==> src/rtl/ram_port_arbiter.sv <==
// Two-port round-robin arbiter and sequencer for the single-port data RAM.
// Define ARB_FIXED_PRIO_EN to make m0 win every contention instead of round-robin.
module ram_port_arbiter #(
    parameter int ADDR_W = 10,
    parameter int DATA_W = 32,
    parameter int RD_LAT = 1
) (
    input  logic              clk,
    input  logic              RSTN,
    input  logic              m0_req,
    input  logic              m0_we,
    input  logic [ADDR_W-1:0] m0_addr,
    input  logic [DATA_W-1:0] m0_wdata,
    output logic              m0_gnt,
    output logic              m0_rvalid,
    output logic [DATA_W-1:0] m0_rdata,
    input  logic              m1_req,
    input  logic              m1_we,
    input  logic [ADDR_W-1:0] m1_addr,
    input  logic [DATA_W-1:0] m1_wdata,
    output logic              m1_gnt,
    output logic              m1_rvalid,
    output logic [DATA_W-1:0] m1_rdata,
    output logic              ram_we,
    output logic [ADDR_W-1:0] ram_addr,
    output logic [DATA_W-1:0] ram_din,
    input  logic [DATA_W-1:0] ram_dout,
    output logic              busy,
    output logic [1:0]        dbg_state
);

    typedef enum logic [1:0] {
        IDLE   = 2'd0,
        ACCESS = 2'd1,
        WAIT   = 2'd2,
        DONE   = 2'd3
    } state_t;

    localparam logic [2:0] LAT = 3'(RD_LAT);

    state_t     state;
    logic       sel;      // latched winner: 0 = m0, 1 = m1
    logic       sel_we;
    logic [2:0] lat_cnt;
    logic       any_req;
    logic       win;

`ifndef ARB_FIXED_PRIO_EN
    logic rr_last;
`endif

    // Handshake: a requester holds req and payload stable until its one-cycle
    // gnt; read data returns later as a one-cycle rvalid with rdata held after.
    always_comb begin
        any_req = m0_req | m1_req;
`ifdef ARB_FIXED_PRIO_EN
        win = ~m0_req;
`else
        if (m0_req && m1_req) win = ~rr_last;
        else                  win = ~m0_req;
`endif
    end

    assign dbg_state = state;

    always_ff @(posedge clk) begin
        if (!RSTN) begin
            state     <= IDLE;
`ifndef ARB_FIXED_PRIO_EN
            rr_last   <= 1'b1;
`endif
            sel       <= 1'b0;
            sel_we    <= 1'b0;
            lat_cnt   <= 3'd0;
            m0_gnt    <= 1'b0;
            m1_gnt    <= 1'b0;
            m0_rvalid <= 1'b0;
            m1_rvalid <= 1'b0;
            m0_rdata  <= '0;
            m1_rdata  <= '0;
            ram_we    <= 1'b0;
            ram_addr  <= '0;
            ram_din   <= '0;
            busy      <= 1'b0;
        end else begin
            m0_gnt    <= 1'b0;
            m1_gnt    <= 1'b0;
            m0_rvalid <= 1'b0;
            m1_rvalid <= 1'b0;
            ram_we    <= 1'b0;
            case (state)
                IDLE: begin
                    if (any_req) begin
                        sel      <= win;
                        sel_we   <= win ? m1_we : m0_we;
                        ram_addr <= win ? m1_addr : m0_addr;
                        ram_we   <= win ? m1_we : m0_we;
                        if (win ? m1_we : m0_we)
                            ram_din <= win ? m1_wdata : m0_wdata;
                        m0_gnt   <= ~win;
                        m1_gnt   <= win;
`ifndef ARB_FIXED_PRIO_EN
                        rr_last  <= win;
`endif
                        busy     <= 1'b1;
                        state    <= ACCESS;
                    end
                end
                ACCESS: begin
                    if (sel_we) begin
                        busy  <= 1'b0;
                        state <= IDLE;
                    end else begin
                        // ACCESS counts as latency cycle 0
                        lat_cnt <= 3'd1;
                        state   <= WAIT;
                    end
                end
                WAIT: begin
                    if (lat_cnt == LAT) begin
                        if (sel) begin
                            m1_rdata  <= ram_dout;
                            m1_rvalid <= 1'b1;
                        end else begin
                            m0_rdata  <= ram_dout;
                            m0_rvalid <= 1'b1;
                        end
                        state <= DONE;
                    end else begin
                        lat_cnt <= lat_cnt + 3'd1;
                    end
                end
                DONE: begin
                    busy  <= 1'b0;
                    state <= IDLE;
                end
                default: begin
                    busy  <= 1'b0;
                    state <= IDLE;
                end
            endcase
        end
    end

endmodule
==> config.mk <==
export PLATFORM = sky130hd
export DESIGN_NAME = ram_port_arbiter
export DESIGN_NICKNAME = d
export VERILOG_FILES = /design/src/rtl/ram_port_arbiter.sv
export SDC_FILE = /design/constraint.sdc
export NUM_CORES = 1
export LEC_CHECK = 0
export CORE_MARGIN = 1.5
export CORE_UTILIZATION = 35
export CTS_CLUSTER_DIAMETER = 80
export CTS_CLUSTER_SIZE = 40
export DETAILED_ROUTE_END_ITERATION = 8
export PLACE_DENSITY = 0.82
export SYNTH_ARGS = -nofsm -noshare
export SYNTH_HDL_FRONTEND = slang
export SYNTH_SLANG_ARGS = --single-unit
export TNS_END_PERCENT = 10
==> constraint.sdc <==
create_clock -name clk -period 4.75 [get_ports clk]
set_input_delay 0.475 -clock clk [delete_from_list [all_inputs] [get_ports clk]]
set_output_delay 0.475 -clock clk [all_outputs]
set_load 0.1 [all_outputs]
==> results of run 1 <==
==> worst reg2reg max path, stage by stage, from the launching register on <==
cell and delay, ns:
dfxtp_1 0.40, nor2_1 0.26, and4_4 0.52, or2_2 0.81, a311oi_2 0.23
==> logic make-up (layout without fill, tap and decap cells) <==
kind of cell / after synthesis / in the layout / synth area share (%)
AOI/OAI and AO/OA: 117 / 117 / 19.75
buffers and inverters: 55 / 277 / 5.136
and+or+nand+nor: 288 / 288 / 25.12
adders and majority gates: 2 / 2 / 0.5135
DFF: 120 / 120 / 49.31
xor gates and xnor gates: 1 / 1 / 0.1798
==> final cells by class <==
class                           count  area (um^2)  share of cell area (%)
Inverter                            2        10.01                  0.1266
Tap cell                          176        220.2                   2.785
Multi-Input combinational cell    408         2225                   28.14
Sequential cell                   120         2402                   30.38
Timing Repair Buffer              243         2407                   30.45
Clock buffer                       24        501.7                   6.346
Clock inverter                      8        140.1                   1.772
==> power breakdown <==
part	total, mW	switching [mW]	internal (mW)
Sequential	1.12	0.0435	1.07
Clock	1.38	0.437	0.944
Combinational	0.902	0.633	0.270
==> worst max path at each step <==
stage,startpoint,to,depth (start not counted)
after floorplan,flip-flop,ram_din[11]$_SDFFE_PN0P_,7
after global routing,m0_req,ram_din[4]$_SDFFE_PN0P_,4
after global placement,m0_req,ram_din[23]$_SDFFE_PN0P_,4
final,flip-flop,dbg_state[1],1
after CTS,flip-flop,dbg_state[1],1
after detailed placement,m0_req,ram_din[0]$_SDFFE_PN0P_,4
==> stage by stage <==
step	worst slack [ns]	cell area (um^2)
final	2.092	7906
after CTS	2.060	7906
after detailed placement	1.738	7264
after floorplan	2.384	4872
after global placement	1.803	7264
after global routing	1.995	7906
==> cell usage in the layout (no fill, tap or decap), types with 5 or more instances in the layout <==
cell type and instances:
clkdlybuf4s50_1 234, nand2_1 175, dfxtp_1 120, a21oi_1 66
nand3_1 45, nor3_1 37, a311oi_2 29, nor2_1 18
clkbuf_16 17, a311oi_1 13, buf_4 8, clkbuf_8 5
==> routing by layer <==
layer / vias to the layer above / part of all wire, % / track usage [%]
met5: - / 0 / 0
met4: 0 / 1.8 / 7.206
met3: 22 / 10 / 7.895
met2: 231 / 49 / 36.54
met1: 2261 / 39 / 22.16
li1: 2439 / - / -
==> state kept, by name, summed over array words and instances, names as in the netlist, named ones only <==
| signal | cells |
|---|---|
| ram_din | 32 |
| ram_we | 1 |
| m0_gnt | 1 |
| m1_gnt | 1 |
| busy | 1 |
| dbg_state | 1 |
| sel | 1 |
| m0_rdata | 32 |
| m1_rdata | 32 |
| ram_addr | 10 |
| sel_we | 1 |
| m1_rvalid | 1 |
| rr_last | 1 |
| lat_cnt | 3 |
| m0_rvalid | 1 |
==> flow_metrics.tcl, run 1 <==
set metrics [dict create \
    critPathBufInv 1 \
    die-area_um2 14640 \
    path_cells "clkdlybuf4s50_1" \
    timing_worst_setup_path_type "reg -> out" \
    syn_area_um2 4872 \
    cts_tree "yes" \
    whs_endpoint "m1_rdata[31]$_SDFFE_PN0P_" \
    crit_slowest_cell "clkdlybuf4s50_1" \
    viasPerCell 5.049 \
    startpoint_type "flip-flop" \
    yosysWarnings 0 \
    holdPathStages 2 \
    reg2reg_slack_ns 2.37 \
    end_kind "primary output" \
    worstHoldPathType "reg -> reg" \
    fin_crit_sh_pct 55.97 \
    synth_area_leaders "dfxtp_1 49%, nand2_1 13%, a311oi_2 8.9%" \
    yosysTopAreaCell "dfxtp_1" \
    firstDrtPassIters 4 \
    die_h_um 121.0 \
    p_leak_nw 2.751 \
    async_flop_share_pct 0 \
    slew_violations 0 \
    rsz0062_at_grt "no" \
    clock-root-buffer "clkbuf_16" \
    grt_overflow_total 0 \
    reg2reg_to "ram_din[4]$_SDFFE_PN0P_" \
    post-route-min-period_ns 2.659 \
    core-area_um2 13400 \
    syn_avg_cell_area_um2 8.357 \
    globalplace.congestion 0.7776 \
    vias 4953 \
    synth_most_common_cell "nand2_1" \
    cts_hold_buf 0 \
    critical_path.max_fanout 8 \
    fin_tns_setup_ns 0 \
    power.total_mw 3.399 \
    cts_buffers 17 \
    nets 916 \
    synth.top_cell.area_share_pct 49.31 \
    num_rows 42 \
    skew_ns 0.006337 \
    antenna_found_initial 0 \
    synth_top_cells_by_count "175 x nand2_1, 120 x dfxtp_1, 66 x a21oi_1" \
    antenna_left 0 \
    critical_path_arrival_ns 2.18 \
    outcome "complete, no violations" \
    portBuffers 235 \
    hpwl_mm 10.29 \
    clock-sinks 120 \
    routed_wl_mm 15.01 \
    clkTransAtPathRegs_ns 0.05 \
    cp_top_family "buffers and inverters" \
    wire_per_inst_um 15.30 \
    areaGrowthSynthToFinish_pct 62.28 \
    reg2regPathDepth 4 \
    nFillCells 1153 \
    start_util_pct 36.36 \
    instances_no_fill 981 \
    cts_resized 0 \
    cts_setup_buffers 0 \
    cpPeakStageDelay_ns 1.25 \
    cts_max_level 4 \
    clockBufferDepth 2 \
    fin_util_pct 59.00 \
    io_pins 236 \
    ys_ff_latch 120 \
    seq_area_frac_synth_pct 49.31 \
    grt_pass1_vias 4785 \
    ir_drop_mv 0.2476 \
    slew_headroom_pct 30.02 \
    worstMarginPinSlew_ns 1.046 \
    cap_viol_max_count 0 \
    diodes 0 \
    die_x_um 121.0 \
    hold_violations 0 \
    drt-initial-drc-count 216 \
    setup_viol 0 \
    post-place-cells 949 \
    grt_pass1_wl_mm 23.43 \
    clock.fmax_mhz 376.2 \
    grtUsageTotal_pct 20.53 \
    drc 0 \
    synth_edf_count 0 \
    grt_max_degree 86 \
    synthFlopType "dfxtp_1" \
    yosysUniqueCellTypes 31 \
    layout-drive-gt1-share_pct 9.193 \
    whs_ns 0.4497 \
    worstPathRequired_ns 4.28 \
    insertion_delay_ns 0.41 \
    syn-num-nets 707 \
    p_per_area_nw_per_um2 429.9 \
    syn_inst 583 \
    hp-start "m1_rdata[31]$_SDFFE_PN0P_" \
]
Note: power is estimated with default switching activity, not from simulation.
==> inputs of run 2 (changes only) <==
clock period = 2.74 ns   (was 4.75 ns; I/O delays follow)
==> run 2 against run 1 <==
Against the previous run:
- clock power grew 57%
- combinational power grew 73%
- critical path type is now reg -> reg
- setup slack lost 1.3 ns
- die area is the same
- sequential share of layout area grew 0.90 points
- flip-flop and latch count is the same
- via count grew 2.3%
- cell area shrank 2.9%
- sequential power grew 73%
- global-route usage grew 0.58 points
- largest power group unchanged
- routed wire length grew 2.7%
- first-iteration DRC count grew 38%
==> flow_metrics.tcl, run 2 (synthesized netlist as in run 1, its figures left out) <==
set metrics [dict create \
    insertion_delay_ns 0.41 \
    antenna_found_initial 0 \
    hold_violations 0 \
    vias 5069 \
    reg_top3 "m0_rdata x32, m1_rdata x32, ram_din x32" \
    fin_crit_sh_pct 70.13 \
    p_leak_nw 2.981 \
    clkTransAtPathRegs_ns 0.06 \
    worstMarginPinSlew_ns 0.6026 \
    cts_buffers 17 \
    die_h_um 121.0 \
    post-route-min-period_ns 1.922 \
    clockBufferDepth 2 \
    hpwl_mm 10.80 \
    layout.cells.most_common_list "175 x nand2_1, 127 x buf_4, 120 x dfxtp_1, 120 x clkdlybuf4s50_1, 66 x a21oi_1" \
    nets 925 \
    grt_pass1_vias 4753 \
    routed_wl_mm 15.41 \
    cts_setup_buffers 0 \
    reg2regPathDepth 5 \
    io_pins 236 \
    skew_ns 0.005795 \
    portBuffers 235 \
    die_x_um 121.0 \
    dpl-instance-area_um2 7097 \
    power.total_mw 5.670 \
    antenna_left 0 \
    grt_pass1_wl_mm 24.12 \
    rsz0062_at_grt "no" \
    grtUsageTotal_pct 21.12 \
    die-area_um2 14640 \
    grt_max_degree 43 \
    worstHoldPathType "in -> reg" \
    post-place-cells 958 \
    end_kind "flip-flop" \
    grt_overflow_total 0 \
    outcome "complete, no violations" \
    areaGrowthSynthToFinish_pct 57.63 \
    final_common_cell "nand2_1" \
    holdPathStages 3 \
    drc 0 \
    cpPeakStageDelay_ns 0.54 \
    critical_path_arrival_ns 2.24 \
    worstPathRequired_ns 3.05 \
    whs_ns 0.2946 \
    design_area_um2 7680 \
    clock-root-buffer "clkbuf_16" \
    instances_no_fill 990 \
    viasPerCell 5.120 \
    wire_per_inst_um 15.57 \
    startpoint_type "flip-flop" \
    cts_resized 0 \
    clock.fmax_mhz 520.4 \
    cts_hold_buf 0 \
    ir_drop_mv 0.4622 \
    cts_tree "yes" \
    timing_worst_setup_path_type "reg -> reg" \
    path_cells "nor2_1, and4_4, or2_2, buf_12, a311oi_1" \
    layout-drive-gt1-share_pct 24.32 \
    start_util_pct 36.36 \
    firstDrtPassIters 4 \
    cap_viol_max_count 0 \
    cts_max_level 4 \
    clock-sinks 120 \
    diodes 0 \
    fin_tns_setup_ns 0 \
    setup_viol 0 \
    core-area_um2 13400 \
    num_rows 42 \
    crit_slowest_cell "dfxtp_1" \
    globalplace.congestion 0.8087 \
    critical_path.max_fanout 12 \
    slew_violations 0 \
    drt-initial-drc-count 298 \
    slew_headroom_pct 59.82 \
    p_per_area_nw_per_um2 738.3 \
]
[run 2: cell count changes in the layout (fill, tap and decap cells not counted), sizes merged]
cell | previous run | this run
buf | 9 | 132
clkinv | 4 | 5
clkbuf | 24 | 20
bufinv | 4 | 2
clkdlybuf4s50 | 234 | 120
clkinvlp | 0 | 5
[run 2: per-layer routing]
metal  routed length (um)  part of all wire [%]  track usage (%)  up-vias
li1                     -                     -                -     2453
met1                 5974                    39            24.43     2342
met2                 7422                    48            35.12      238
met3                 1652                    11            8.224       36
met4                  360                   2.3            8.235        0
met5                    0                     0                0        -
[run 2: worst max-delay path: cells and delay by family, from the launching register on]
family                 cells  cell delay [ns]
AO/OA/AOI/OAI              1             0.23
buffers and inverters      1             0.23
flip-flops                 1             0.54
AND/OR/NAND/NOR            3             0.82
[run 2: layout make-up]
class	instances	area [um^2]
Fill cell	1194	5720
Clock inverter	12	126.4
Multi-Input combinational cell	408	2225
Clock buffer	20	456.7
Inverter	2	10.01
Tap cell	176	220.2
Sequential cell	120	2402
Timing Repair Buffer	252	2240
[run 2: power by group]
| part | leakage [nW] | total [mW] | switching (mW) | internal [mW] |
|---|---|---|---|---|
| clock | 0.274 | 2.17 | 0.794 | 1.38 |
| sequential | 0.977 | 1.94 | 0.0790 | 1.86 |
| combinational | 1.73 | 1.56 | 1.10 | 0.459 |
[run 2: final timing paths]
path	start	endpoint	slack (ns)
hold / removal	m0_req	ram_din[31]$_SDFFE_PN0P_	0.29
hold reg to reg	m0_rdata[22]$_SDFFE_PN0P_	m0_rdata[22]$_SDFFE_PN0P_	0.45
setup / recovery	flip-flop	ram_din[0]$_SDFFE_PN0P_	0.82
setup reg to reg	flip-flop	ram_din[0]$_SDFFE_PN0P_	0.82
[run 2: stage by stage]
step | utilization (%) | setup WS (ns)
2_1_floorplan | - | 0.3742
3_3_place_gp | 52.96 | 0.5625
3_5_place_dp | 52.96 | 0.4975
4_1_cts | 57.31 | 0.8312
5_1_grt | 57.31 | 0.7387
6_report | 57.31 | 0.8185
